File: src/rtl/cdb_arbiter_pkg.sv
// cdb_arbiter_pkg: shared CDB sizing, lane entry types and round-robin helper.
//   NUM_ALU/NUM_MULT : FU mix; FUs 0..NUM_ALU-1 are ALUs, the rest multipliers
//   NUM_FU, NUM_CDB  : requesters and broadcast lanes (1 <= NUM_CDB <= NUM_FU)
//   Per-FU packed vectors place FU i in slice [i*W +: W] (ALUs first, then multipliers).
package cdb_arbiter_pkg;
    localparam int NUM_ALU  = 3;
    localparam int NUM_MULT = 2;
    localparam int NUM_FU   = NUM_ALU + NUM_MULT;
    localparam int NUM_CDB  = 2;
    localparam int T_IDX_W  = 6;
    localparam int DATA_W   = 64;
    localparam int SRC_W    = $clog2(NUM_FU);

    typedef logic [SRC_W-1:0] src_t;

    typedef struct packed {
        logic               valid;
        logic [T_IDX_W-1:0] T_idx;
        logic [DATA_W-1:0]  result;
        src_t               src;
    } CDB_ENTRY_t;

    typedef CDB_ENTRY_t CDB_PACKET_t [NUM_CDB];

    // NUM_FU need not be a power of two, so wrap by compare rather than truncation.
    function automatic src_t next_idx(input src_t i);
        return (i == src_t'(NUM_FU - 1)) ? '0 : i + 1'b1;
    endfunction
endpackage

File: src/rtl/cdb_arbiter_if.sv
// cdb_arbiter_if: FU-bank / CDB bundle around the arbiter.
//   fu_done, fu_T_idx, fu_result, rollback : FU bank and flush toward the arbiter
//   full_hazard                            : per-FU hold request back to the FU bank
//   cdb_valid, cdb_T_idx, cdb_result, cdb_src : registered broadcast lanes
//   master = FU bank / complete-stage side, slave = arbiter side.
interface cdb_arbiter_if;
    import cdb_arbiter_pkg::*;
    logic [NUM_FU-1:0]         fu_done;
    logic [NUM_FU*T_IDX_W-1:0] fu_T_idx;
    logic [NUM_FU*DATA_W-1:0]  fu_result;
    logic                      rollback;
    logic [NUM_FU-1:0]         full_hazard;
    logic [NUM_CDB-1:0]        cdb_valid;
    logic [NUM_CDB*T_IDX_W-1:0] cdb_T_idx;
    logic [NUM_CDB*DATA_W-1:0] cdb_result;
    logic [NUM_CDB*SRC_W-1:0]  cdb_src;

    modport master (
        output fu_done, fu_T_idx, fu_result, rollback,
        input  full_hazard, cdb_valid, cdb_T_idx, cdb_result, cdb_src
    );
    modport slave (
        input  fu_done, fu_T_idx, fu_result, rollback,
        output full_hazard, cdb_valid, cdb_T_idx, cdb_result, cdb_src
    );
endinterface

File: src/rtl/cdb_arbiter_rr_multi_select.sv
// cdb_arbiter_rr_multi_select: combinational rotating pick of up to NUM_CDB requesters.
//   req        : request vector, bit 0 = FU 0
//   ptr        : highest-priority index for this scan
//   grant      : one-hot-per-winner grant vector
//   lane_idx   : index granted onto lane k (k-th winner in scan order)
//   lane_valid : lane k received a winner
//   last_idx   : last winner in scan order (valid when any_grant)
//   any_grant  : at least one winner
module cdb_arbiter_rr_multi_select
    import cdb_arbiter_pkg::*;
(
    input  logic [NUM_FU-1:0]            req,
    input  src_t                         ptr,
    output logic [NUM_FU-1:0]            grant,
    output logic [NUM_CDB-1:0][SRC_W-1:0] lane_idx,
    output logic [NUM_CDB-1:0]           lane_valid,
    output src_t                         last_idx,
    output logic                         any_grant
);
    src_t idx;
    int   cnt;

    always_comb begin
        grant      = '0;
        lane_idx   = '0;
        lane_valid = '0;
        last_idx   = ptr;
        idx        = ptr;
        cnt        = 0;
        for (int n = 0; n < NUM_FU; n++) begin
            for (int k = 0; k < NUM_CDB; k++) begin
                if (req[idx] && cnt == k) begin
                    lane_idx[k]   = idx;
                    lane_valid[k] = 1'b1;
                end
            end
            if (req[idx] && cnt < NUM_CDB) begin
                grant[idx] = 1'b1;
                last_idx   = idx;
                cnt        = cnt + 1;
            end
            idx = next_idx(idx);
        end
        any_grant = |grant;
    end
endmodule

File: src/rtl/cdb_arbiter.sv
// cdb_arbiter: shares NUM_CDB broadcast lanes among the FU bank in rotating priority.
//   clock : rising-edge clock
//   reset : asynchronous, active-low
//   bus   : cdb_arbiter_if.slave (FU requests in, full_hazard and CDB lanes out)
// Winners are registered onto the lanes (one cycle latency); losers get full_hazard
// and must hold their result. Rollback suppresses grants and hazards for the cycle.
module cdb_arbiter
    import cdb_arbiter_pkg::*;
(
    input  logic          clock,
    input  logic          reset,
    cdb_arbiter_if.slave  bus
);
    src_t                          rr_ptr;
    logic [NUM_FU-1:0]             req;
    logic [NUM_FU-1:0]             grant;
    logic [NUM_CDB-1:0][SRC_W-1:0] lane_idx;
    logic [NUM_CDB-1:0]            lane_valid;
    src_t                          last_idx;
    logic                          any_grant;
    logic [T_IDX_W-1:0]            fu_tag [NUM_FU];
    logic [DATA_W-1:0]             fu_val [NUM_FU];
    CDB_PACKET_t                   lanes;

    for (genvar i = 0; i < NUM_FU; i++) begin : g_fu
        assign fu_tag[i] = bus.fu_T_idx[i*T_IDX_W +: T_IDX_W];
        assign fu_val[i] = bus.fu_result[i*DATA_W +: DATA_W];
    end

    // Masking requests during rollback zeroes every grant, so no lane loads.
    assign req = bus.fu_done & {NUM_FU{~bus.rollback}};

    cdb_arbiter_rr_multi_select u_sel (
        .req        (req),
        .ptr        (rr_ptr),
        .grant      (grant),
        .lane_idx   (lane_idx),
        .lane_valid (lane_valid),
        .last_idx   (last_idx),
        .any_grant  (any_grant)
    );

    // Rollback must clear hazards explicitly: with grants masked, fu_done & ~grant alone would stall everyone.
    assign bus.full_hazard = reset ? (bus.fu_done & ~grant & {NUM_FU{~bus.rollback}}) : '0;

    always_ff @(posedge clock or negedge reset) begin
        if (!reset) begin
            rr_ptr <= '0;
            for (int k = 0; k < NUM_CDB; k++) lanes[k] <= '0;
        end else begin
            if (any_grant) rr_ptr <= next_idx(last_idx);
            for (int k = 0; k < NUM_CDB; k++) begin
                lanes[k].valid <= lane_valid[k];
                if (lane_valid[k]) begin
                    lanes[k].T_idx  <= fu_tag[lane_idx[k]];
                    lanes[k].result <= fu_val[lane_idx[k]];
                    lanes[k].src    <= lane_idx[k];
                end
            end
        end
    end

    for (genvar k = 0; k < NUM_CDB; k++) begin : g_lane
        assign bus.cdb_valid[k]                      = lanes[k].valid;
        assign bus.cdb_T_idx[k*T_IDX_W +: T_IDX_W]   = lanes[k].T_idx;
        assign bus.cdb_result[k*DATA_W +: DATA_W]    = lanes[k].result;
        assign bus.cdb_src[k*SRC_W +: SRC_W]         = lanes[k].src;
    end
endmodule

File: src/flat_wrapper.sv
// flat-port wrapper written by rule: the top's interface ports become plain ports
module cdb_arbiter_flat import cdb_arbiter_pkg::*;
  (clock, reset, bus_fu_done, bus_fu_T_idx, bus_fu_result, bus_rollback, bus_full_hazard, bus_cdb_valid, bus_cdb_T_idx, bus_cdb_result, bus_cdb_src);
  cdb_arbiter_if bus_i ();
  input  logic clock;
  input  logic reset;
  input wire logic [$bits(bus_i.fu_done)-1:0] bus_fu_done;
  input wire logic [$bits(bus_i.fu_T_idx)-1:0] bus_fu_T_idx;
  input wire logic [$bits(bus_i.fu_result)-1:0] bus_fu_result;
  input wire logic [$bits(bus_i.rollback)-1:0] bus_rollback;
  output wire logic [$bits(bus_i.full_hazard)-1:0] bus_full_hazard;
  output wire logic [$bits(bus_i.cdb_valid)-1:0] bus_cdb_valid;
  output wire logic [$bits(bus_i.cdb_T_idx)-1:0] bus_cdb_T_idx;
  output wire logic [$bits(bus_i.cdb_result)-1:0] bus_cdb_result;
  output wire logic [$bits(bus_i.cdb_src)-1:0] bus_cdb_src;
  assign bus_i.fu_done = bus_fu_done;
  assign bus_i.fu_T_idx = bus_fu_T_idx;
  assign bus_i.fu_result = bus_fu_result;
  assign bus_i.rollback = bus_rollback;
  assign bus_full_hazard = bus_i.full_hazard;
  assign bus_cdb_valid = bus_i.cdb_valid;
  assign bus_cdb_T_idx = bus_i.cdb_T_idx;
  assign bus_cdb_result = bus_i.cdb_result;
  assign bus_cdb_src = bus_i.cdb_src;
  cdb_arbiter u_core (.clock(clock), .reset(reset), .bus(bus_i));
endmodule
File: config.mk
export PLATFORM = sky130hd
export DESIGN_NAME = cdb_arbiter_flat
export DESIGN_NICKNAME = d
export VERILOG_FILES = /design/src/rtl/cdb_arbiter_pkg.sv /design/src/rtl/cdb_arbiter_if.sv /design/src/rtl/cdb_arbiter_rr_multi_select.sv /design/src/rtl/cdb_arbiter.sv /design/src/flat_wrapper.sv
export SDC_FILE = /design/constraint.sdc
export NUM_CORES = 1
export LEC_CHECK = 0
export ABC_AREA = 1
export BUFFER_PORTS_ARGS = -buffer_cell sky130_fd_sc_hd__buf_4
export CORE_AREA = 4 4 194 196
export CTS_BUF_LIST = sky130_fd_sc_hd__clkbuf_2
export CTS_CLUSTER_SIZE = 14
export DETAILED_ROUTE_END_ITERATION = 8
export DIE_AREA = 0 0 198 200
export HOLD_SLACK_MARGIN = 0.02
export PLACE_DENSITY_LB_ADDON = 0.2
export SETUP_SLACK_MARGIN = 0.15
export SKIP_LAST_GASP = 1
export SYNTH_ARGS = -nofsm -noshare
export SYNTH_HDL_FRONTEND = slang
export SYNTH_SLANG_ARGS = --single-unit
File: constraint.sdc
create_clock -name clock -period 5.59 [get_ports clock]
set_clock_uncertainty 0.15 [all_clocks]
set_input_delay 1.118 -clock clock [delete_from_list [all_inputs] [get_ports clock]]
set_output_delay 1.118 -clock clock [all_outputs]
set_load 0.02 [all_outputs]
# Word level (Yosys, flattened, before mapping)
# Cells that the tools add are included.
op_classes:
  eq_ne: 9
  bitwise: 11
  order_cmp: 16
  n_reduce_logical: 22
  n_mux: 69
  addsub: 8
ops:
  columns: ["op", "count"]
  rows:
  - ["binary-select mux 64 bit (select 3 bit)", 2]
  - ["two-way mux 64 bit", 4]
  - ["equality test 32 x 2 -> 1 bit, second input constant", 4]
  - ["logical NOT 32 bit", 4]
  - ["less-than comparator 32 x 3 -> 1 bit, second input constant", 4]
  - ["adder 32 x 2 -> 32 bit, second input constant", 3]
  - ["two-way mux 32 bit", 3]
  - ["two-way mux 3 bit", 18]
  - ["binary-select mux 6 bit (select 3 bit)", 2]
  - ["two-way mux 5 bit", 6]
  - ["two-way mux 6 bit", 4]
  - ["less-than comparator 3 x 4 -> 1 bit, second input constant", 5]
  - ["two-way mux 1 bit", 20]
  - ["bitwise OR 5 bit", 4]
  - ["logical AND 1 bit", 17]
  - ["adder 3 x 1 -> 3 bit, second input constant", 5]
  - ["AND 5 bit", 3]
  - ["binary-select mux 1 bit (select 3 bit)", 5]
  - ["demux 1 bit (select 3 bit)", 5]
  - ["equality test 3 bit, second input constant", 5]
  - [">= comparator 3 x 1 -> 1 bit, second input constant", 5]
  - [">= comparator 4 bit, second input constant", 2]
  - ["NOT 3 -> 4 bit", 2]
  - ["NOT 5 bit", 1]
  - ["other kinds (2)", 2]
word_totals:
  reg_bits: 151
  in_bits: 358
  wordCells: 144
  output_inout_bits: 153

# Depth between registers and ports, before layout
# Gate-level depths: netlist of the first run.
logic_depth:
  word_depth: 21
  depth_mapped: 31
  depth_no_buf: 29

# Cells and area by module
# From an unflattened synthesis of the first run, not the netlist that was laid out.
hier_totals:
  cells_unflattened: 2569
  area_unflattened_um2: 14288.7
by_module_without_submodules:
  columns: ["mod", "cells_each", "area_each_um2", "instances", "seq_area_each_um2"]
  rows:
  - ["cdb_arbiter", 2319, 12924.9, 1, 3778.6]
  - ["cdb_arbiter_rr_multi_select", 250, 1363.8, 1, 0.0]

# Worst setup path after synthesis of the first run
# Ideal clock, no wire load.
synth_timing:
  kind: "input to output"
  startpoint: "in bus_rollback"
  endpoint: "out bus_full_hazard[1]"
  path_buffers: 0
  path_stages: 16
  required_ns: 4.322
  setup_slack_ns: 0.540
  arrival_time_ns: 3.782
  path_cell_list: "inv_1 > nand2_1 > o21ai_0 > nand2_1 > o211ai_1 > nand2_1 > inv_1 > ha_1 > clkinv_1 > nand3_1 > nand2_2 > nor2_2 > nor2_1 > nand2_1 > nor2_1 > nor4_1"
synth_between:
  elab_chain_len: 21
  elab_cells_between_ends: 40
  classes_between: "add/sub: 3; order compare: 4; mux: 20; bitwise: 9; reduce/logical: 4"
synth_lines:
  columns: ["element", "line", "text"]
  rows:
  - ["from (decl)", "flat_wrapper.sv:10", "input wire logic [$bits(bus_i.rollback)-1:0] bus_rollback;"]
  - ["NOT 1 bit *", "cdb_arbiter.sv:31, cdb_arbiter.sv:44", null]
  - ["AND 5 bit", "cdb_arbiter.sv:31", "assign req = bus.fu_done & {NUM_FU{~bus.rollback}};"]
  - ["binary-select mux 1 bit (select 3 bit)", "cdb_arbiter_rr_multi_select.sv:37", "if (req[idx] && cnt < NUM_CDB) begin"]
  - ["two-way mux 1 bit (not written as such)", "cdb_arbiter_rr_multi_select.sv:37", null]
  - ["two-way mux 1 bit", "cdb_arbiter_rr_multi_select.sv:37", null]
  - ["less-than comparator 32 x 3 -> 1 bit", "cdb_arbiter_rr_multi_select.sv:37", null]
  - ["logical AND 1 bit", "cdb_arbiter_rr_multi_select.sv:37", null]
  - ["two-way mux 32 bit", "cdb_arbiter_rr_multi_select.sv:37", null]
  - ["(+5 left out)", null, null]
  - ["two-way mux 32 bit", "cdb_arbiter_rr_multi_select.sv:37", null]
  - ["less-than comparator 32 x 3 -> 1 bit", "cdb_arbiter_rr_multi_select.sv:37", null]
  - ["logical AND 1 bit", "cdb_arbiter_rr_multi_select.sv:37", null]
  - ["two-way mux 5 bit", "cdb_arbiter_rr_multi_select.sv:37", null]
  - ["NOT 5 bit", "cdb_arbiter.sv:44", "assign bus.full_hazard = reset ? (bus.fu_done & ~grant & {NUM_FU{~bus.rollback}}) : '0;"]
  - ["AND 5 bit", "cdb_arbiter.sv:44", null]
  - ["AND 5 bit *", "cdb_arbiter.sv:44", null]
  - ["two-way mux 5 bit *", "cdb_arbiter.sv:44", null]
  - ["to (decl)", "flat_wrapper.sv:11", "output wire logic [$bits(bus_i.full_hazard)-1:0] bus_full_hazard;"]
# Every way passes the cells marked *; elsewhere a longest branch is shown, timed or not. The select of a mux whose other input is x is not followed.

# Final worst setup path of the first run
layout_timing:
  startpoint: "reg u_core.rr_ptr[0]"
  endpoint: "out bus_full_hazard[1]"
layout_between:
  elab_chain_len: 19
  elab_cells_between_ends: 75
  classes_between: "add/sub: 7; order compare: 14; eq/ne: 4; mux: 34; bitwise: 7; reduce/logical: 9"
layout_lines:
  columns: ["element", "line", "text"]
  rows:
  - ["from (decl)", "cdb_arbiter.sv:14", "src_t rr_ptr;"]
  - ["from (signal assigned)", "cdb_arbiter.sv:51", "if (any_grant) rr_ptr <= next_idx(last_idx);"]
  - ["binary-select mux 1 bit (select 3 bit), or another cell as far along", "cdb_arbiter_rr_multi_select.sv:37", null]
  - ["two-way mux 1 bit (not written as such) / two-way mux 3 bit (equally long branches)", "cdb_arbiter_rr_multi_select.sv:37, cdb_arbiter_pkg.sv:27", null]
  - ["two-way mux 1 bit / binary-select mux 1 bit (select 3 bit) (equally long branches)", "cdb_arbiter_rr_multi_select.sv:37", null]
  - ["less-than comparator 32 x 3 -> 1 bit / two-way mux 1 bit (equally long branches)", "cdb_arbiter_rr_multi_select.sv:37", null]
  - ["logical AND 1 bit", "cdb_arbiter_rr_multi_select.sv:37", null]
  - ["two-way mux 32 bit", "cdb_arbiter_rr_multi_select.sv:37", null]
  - ["less-than comparator 32 x 3 -> 1 bit", "cdb_arbiter_rr_multi_select.sv:37", null]
  - ["logical AND 1 bit", "cdb_arbiter_rr_multi_select.sv:37", null]
  - ["(+2 left out)", null, null]
  - ["logical AND 1 bit", "cdb_arbiter_rr_multi_select.sv:37", null]
  - ["two-way mux 32 bit", "cdb_arbiter_rr_multi_select.sv:37", null]
  - ["less-than comparator 32 x 3 -> 1 bit", "cdb_arbiter_rr_multi_select.sv:37", null]
  - ["logical AND 1 bit", "cdb_arbiter_rr_multi_select.sv:37", null]
  - ["two-way mux 5 bit *", "cdb_arbiter_rr_multi_select.sv:37", null]
  - ["NOT 5 bit *", "cdb_arbiter.sv:44", null]
  - ["AND 5 bit * (2 in a row)", "cdb_arbiter.sv:44", null]
  - ["two-way mux 5 bit *", "cdb_arbiter.sv:44", null]
# Marks and branches as above.

==> impl_metrics.toml, run 1 <==
[job]
cap_viol_max_count = 0

[drt]
vias = 17900
first_pass_iters = 6
wire_per_inst_um = 21.8
drt_wl_total_mm = 68.3
vias_per_cell = 5.70
drc = 0
drt_iter0_markers = 1894
ant_nets = 0

[clock_tree]
clock_path_buffers = 2
htreeDepth = 4
cts_made_buffers = 17
path_clk_slew_ps = 280
clock-root-buffer = "clkbuf_2"
cts.sinks = 151
cts_tree = "built"
clock_latency_ps = 870

[grt]
grt_pass1_vias = 16700
grt_usage = 0.324
grt_pass1_wl_mm = 99.9
overflow = 0
grt_start_max_net_pins = 97
antenna_found_initial = 3
grt.busiest_layer = "met2"
use_met2 = 0.526
gr-usage-met3 = 0.0775
met1_usage = 0.412

[synth]
yosysUniqueCellTypes = 35
netlist_area_um2 = 13400
synth_area_per_cell_um2 = 6.02
synth_nets = 2589
synth_top_area_cell = "dfrtp_1"
synthesis.instances = 2220
synth.area.top_cells = "dfrtp_1 28%, nand3_1 22%, nand2_1 21%"
ys_ff_latch = 151
yosysWarnings = 0
synth_top_cell_area_share = 0.283
ys_seq_area_frac = 0.283

[timing]
post-route-min-period_ps = 5290
rsz0062_at_grt = "yes"
setup_tns_ps = 0
post-route-period-util = 0.947
worstMarginPinSlew_ps = 913
hold_viol = 0
relSlewSlack = 0.391
finalSetupViolCount = 0
max_freq_ghz = 0.189
slew_viol_final = 0

[critical_path]
worstSetupPathType = "reg2out"
crit_path_start_kind = "flop"
cp_max_fo = 6
crit_path_end_kind = "primary output"
cp.arrival_ps = 4030
crit_required_ps = 4320

[floorplanning]
die_y_um = 200
num_io_pins = 511
die_w_um = 198
core-area_um2 = 36100
initial_core_util = 0.371
rows = 70
die_area_um2 = 39600

[cells_and_area]
areaGrowthSynthToFinish_pct = 36.6
drive_gt1_frac = 0.263
n_fill_cell = 3747
finalInstanceArea_um2 = 18300
nNetsFinal = 3024

[placed_design]
post-dp-hpwl_mm = 48.2
numPortBuffers = 510
place_congestion = 0.953
postPlaceCellArea_um2 = 17700

[min_path]
min_path_type = "in2reg"

[run_status]
status = "finished, final reports clean"
[cell families (layout without fill, tap and decap cells)]
family,Yosys count,after routing,synth area share
adder cells (fa/ha/maj),11,11,0.0103
AO/OA/AOI/OAI,131,131,0.0541
flip-flops,151,151,0.283
other,0,4,0
AND/OR/NAND/NOR,1622,1622,0.553
buffers and inverters,305,751,0.100
[state kept, by name, summed over array words and instances (netlist names)]
name                   cells
u_core.bus.cdb_T_idx      12
u_core.bus.cdb_result    128
u_core.bus.cdb_src         6
u_core.bus.cdb_valid       2
u_core.rr_ptr              3
[worst max-delay path, stage by stage, from the launching register on]
cell and delay [ps]:
dfrtp_1 460, inv_2 80, ha_4 150, nand2_8 80, nand2_4 90, inv_1 50, ha_1 210, or2_4 240
nand3_4 140, nand3_4 90, buf_4 150, nand3_1 70, nand3_2 80, nand2_2 100, nand2_1 60, nand2_1 90
nand2_2 80, nor2_4 100, nor2_2 50, buf_4 150, nand2_4 80, nor2_1 70, nor4_2 260, buf_4 200
[synthesized netlist by cell type, drive strengths merged]
library cell    n
a211oi          1
a21boi          1
a21oi          80
a31oi           3
and2            1
buf           118
clkbuf         58
clkinv          2
dfrtp         151
ha             11
inv           127
nand2         768
nand3         602
nand3b         64
nand4          72
nor2          106
nor3            5
nor4            2
o211ai         13
o21ai          31
o311ai          2
or2             2
[per-stage QoR]
stage	hold WS, ps	setup slack [ps]	instances	util
after floorplan	432	540	2220	-
after global placement	309	431	3088	0.491
after detailed placement	318	384	3088	0.491
after CTS	240	163	3127	0.501
after global routing	293	94.0	3137	0.506
final	317	296	3138	0.506
[layout make-up]
class	count	area (µm²)	area share
Inverter	129	495	0.0271
Multi-Input combinational cell	1764	8570	0.469
Tap cell	468	586	0.0321
Sequential cell	151	3780	0.207
Clock buffer	19	95.1	0.00521
Clock inverter	11	85.1	0.00466
Antenna cell	4	10.0	0.000548
Timing Repair Buffer	592	4640	0.254
[final timing paths]
check                                       from                         to  slack [ps]  cells past startpoint
max                             u_core.rr_ptr[0]         bus_full_hazard[1]         300                     23
min                           bus_fu_result[282]  u_core.bus.cdb_result[26]         320                      3
max reg2reg                     u_core.rr_ptr[0]  u_core.bus.cdb_result[40]        1200                     27
min reg2reg                u_core.bus.cdb_src[3]      u_core.bus.cdb_src[3]         370                      2
max in group asynchronous                  reset  u_core.bus.cdb_result[60]        3510                      3
min in group asynchronous                  reset  u_core.bus.cdb_result[65]         480                      2
[cell usage in the layout (no fill, tap or decap), types with 2 or more instances in the layout]
cell        netlist  layout
a31oi_1           3       3
ha_4              0       2
o21ai_2           3       3
a21oi_4           0       2
nor2_4            1       9
inv_2             9      11
clkinv_2          0       5
nor2_1          100      93
nand2_2          12      15
nand2_1         753     740
nand2_8           0       2
a21oi_1          78      77
nand3_2           4       4
inv_1           118     113
clkbuf_2          0      19
nand3_1         598     593
nand4_1          71      71
dfrtp_1         151     150
inv_4             0       2
clkinv_1          2       4
nor3_2            0       2
buf_12            0      15
nor3_1            5       3
o21ai_1           2       2
nor2_2            5       4
o21ai_4           0       3
ha_1             11       8
nand3b_1         64      64
o211ai_1         13      13
buf_6             4       2
o21ai_0          26      23
diode_2           0       4
buf_4            14     574
nand2_4           3      11
clkinvlp_4        0       2
nand3_4           0       5
inv_6             0       2
[timing repair]
item,in CTS,in global routing
endpoints found under the hold margin,30,0
setup buffers,8,7
pin swaps,7,14
hold buffers,1,0
endpoints found under the setup margin,5,5
gates resized for setup,32,30
[routing by layer]
layer / vias up / part of all wire
li1: 8259 / -
met2: 1059 / 0.46
met1: 8390 / 0.38
met5: - / 0
met3: 176 / 0.10
met4: 0 / 0.046
Power of run 1 is left out: the tool's default activity adds up to more than one toggle a clock period on the data nets, which glitch-free logic cannot reach.
==> inputs of run 2 (changes only) <==
--- a/config.mk
+++ b/config.mk
@@ -15,4 +15,5 @@
 export HOLD_SLACK_MARGIN = 0.02
 export PLACE_DENSITY_LB_ADDON = 0.2
+export REMOVE_ABC_BUFFERS = 1
 export SETUP_SLACK_MARGIN = 0.15
 export SKIP_LAST_GASP = 1
==> constraint.sdc (replaced) <==
create_clock -name clock -period 5.59 [get_ports clock]
set_clock_uncertainty 0.15 [all_clocks]
set_input_delay 0.559 -clock clock [delete_from_list [all_inputs] [get_ports clock]]
set_output_delay 0.559 -clock clock [all_outputs]
set_load 0.02 [all_outputs]
==> impl_metrics.toml, run 2 (same netlist as run 1, synthesis figures left out) <==
[run_status]
status = "finished, final reports clean"

[placed_design]
postPlaceCellArea_um2 = 17500
numPortBuffers = 510
post-dp-hpwl_mm = 44.6
place_congestion = 0.908
place_inst = 3061

[floorplanning]
die_y_um = 200
num_io_pins = 511
core-area_um2 = 36100
die_w_um = 198
initial_core_util = 0.371
die_area_um2 = 39600
rows = 70

[grt]
overflow = 0
grt_pass1_vias = 19700
grt_usage = 0.344
antenna_found_initial = 4
grt_pass1_wl_mm = 108
grt_start_max_net_pins = 146

[drt]
drc = 0
first_pass_iters = 8
drt_wl_total_mm = 72.7
drt_iter0_markers = 2127
wire_per_inst_um = 20.6
vias = 20000
vias_per_cell = 5.68
ant_nets = 0

[timing]
slew_viol_final = 0
worstMarginPinSlew_ps = 885
post-route-min-period_ps = 5160
rsz0062_at_grt = "no"
max_freq_ghz = 0.194
hold_viol = 0
finalSetupViolCount = 0
holdWs_ps = 349
relSlewSlack = 0.410
post-route-period-util = 0.923

[clock_tree]
cts.sinks = 151
cts_tree = "built"
path_clk_slew_ps = 310
clock_latency_ps = 810
clock_path_buffers = 2
htreeDepth = 4
cts_made_buffers = 17
clock-root-buffer = "clkbuf_2"

[cells_and_area]
areaGrowthSynthToFinish_pct = 66.0
finalNonFillerCells = 3526
mostFrequentLayoutCells = "748 x nand2_1, 596 x nand3_1, 537 x buf_4"
largest_register_ffs = 128
fin_util = 0.615
finalInstanceArea_um2 = 22200
final_common_cell = "nand2_1"
nNetsFinal = 3411
drive_gt1_frac = 0.214
n_fill_cell = 3277

[critical_path]
crit_buf_inv = 3
worstSetupPathType = "reg2out"
cp.arrival_ps = 4450
cp_slowest_cell = "dfrtp_1"
critical-path-top-delay-family = "simple AND/OR/NAND/NOR gates"
cpMostUsedCell = "nand2_1"
cp_max_fo = 6
crit_required_ps = 4880
crit_path_cell_trace = "inv_2 -> ha_1 -> nand2_4 -> nand2_4 -> inv_1 -> ha_1 -> or2_2 -> nand3_2 -> nand3_1 -> and2_1 -> o21ai_1 -> nand2_1 -> nand2_1 -> nand2_1 -> nor2_4 -> nor2_4 -> nand2_1 -> nor2_1 -> nor4_2 -> buf_4"
crit_path_start_kind = "flop"
slowest_delay_ps = 480
crit_path_end_kind = "primary output"

[min_path]
min_path_type = "in2reg"

[job]
cap_viol_max_count = 0
==> run 2: worst register-to-register path, cell delays in order (launching register included) <==
cell           delay (ps)
dfrtp_1               480
inv_2                 130
ha_1                  210
nand2_4               130
nand2_4               130
inv_1                 110
ha_1                  210
or2_2                 280
nand3_2               120
nand3_1               140
and2_1                200
o21ai_1               190
nand2_1                90
nand2_1                60
nand2_1               150
nor2_4                240
buf_4                 150
nand2_1                40
nand2_1                60
nand2_1                90
nand2_4                90
buf_4                 560
nand3_1               200
dlygate4sd3_1         600
nand2_1                70
nand2_1                50
a21oi_1               140
==> run 2: metrics by stage <==
step	setup WS [ps]	TNS (ps)
detailed placement	385	0
CTS	168	0
global placement	512	0
finish	432	0
floorplan	-1680	-183640
global route	119	0
==> run 2: layout make-up <==
type | instances | area (µm²) | share of cell area
clock inverter | 11 | 103 | 0.00462
antenna | 5 | 12.5 | 0.000564
tap | 468 | 586 | 0.0264
inverter | 129 | 497 | 0.0224
timing repair buffer | 978 | 8650 | 0.390
multi-input combinational | 1765 | 8480 | 0.382
clock buffer | 19 | 95.1 | 0.00428
sequential | 151 | 3780 | 0.170
==> run 2: per-layer routing <==
| metal | vias up | routed length (µm) | global-route usage |
|---|---|---|---|
| li1 | 9030 | - | - |
| met1 | 9298 | 26800 | 0.424 |
| met2 | 1428 | 33800 | 0.568 |
| met3 | 261 | 8270 | 0.0735 |
| met4 | 2 | 3800 | 0.178 |
| met5 | - | 13 | 0 |
==> run 2: repair_timing <==
| item | CTS | global route |
|---|---|---|
| pin swaps | 1 | 4 |
| gates resized for setup | 16 | 23 |
| buffers inserted | 2 | 5 |
| endpoints found under the hold margin | 178 | 0 |
| setup endpoints to repair | 5 | 144 |
| cloned | 0 | 2 |
| hold buffers | 421 | 0 |
==> run 2: worst paths after layout <==
path,start,to,slack [ps],depth (start not counted)
setup / recovery,u_core.rr_ptr[1],bus_full_hazard[1],430,20
hold / removal,bus_fu_result[305],u_core.bus.cdb_result[113],350,4
setup reg to reg,u_core.rr_ptr[1],u_core.bus.cdb_result[123],460,26
hold reg to reg,u_core.bus.cdb_src[4],u_core.bus.cdb_src[4],360,2
max in group asynchronous,reset,u_core.bus.cdb_result[120],3680,4
min in group asynchronous,reset,u_core.bus.cdb_T_idx[8],690,4
Power of run 2 is left out for the same reason.
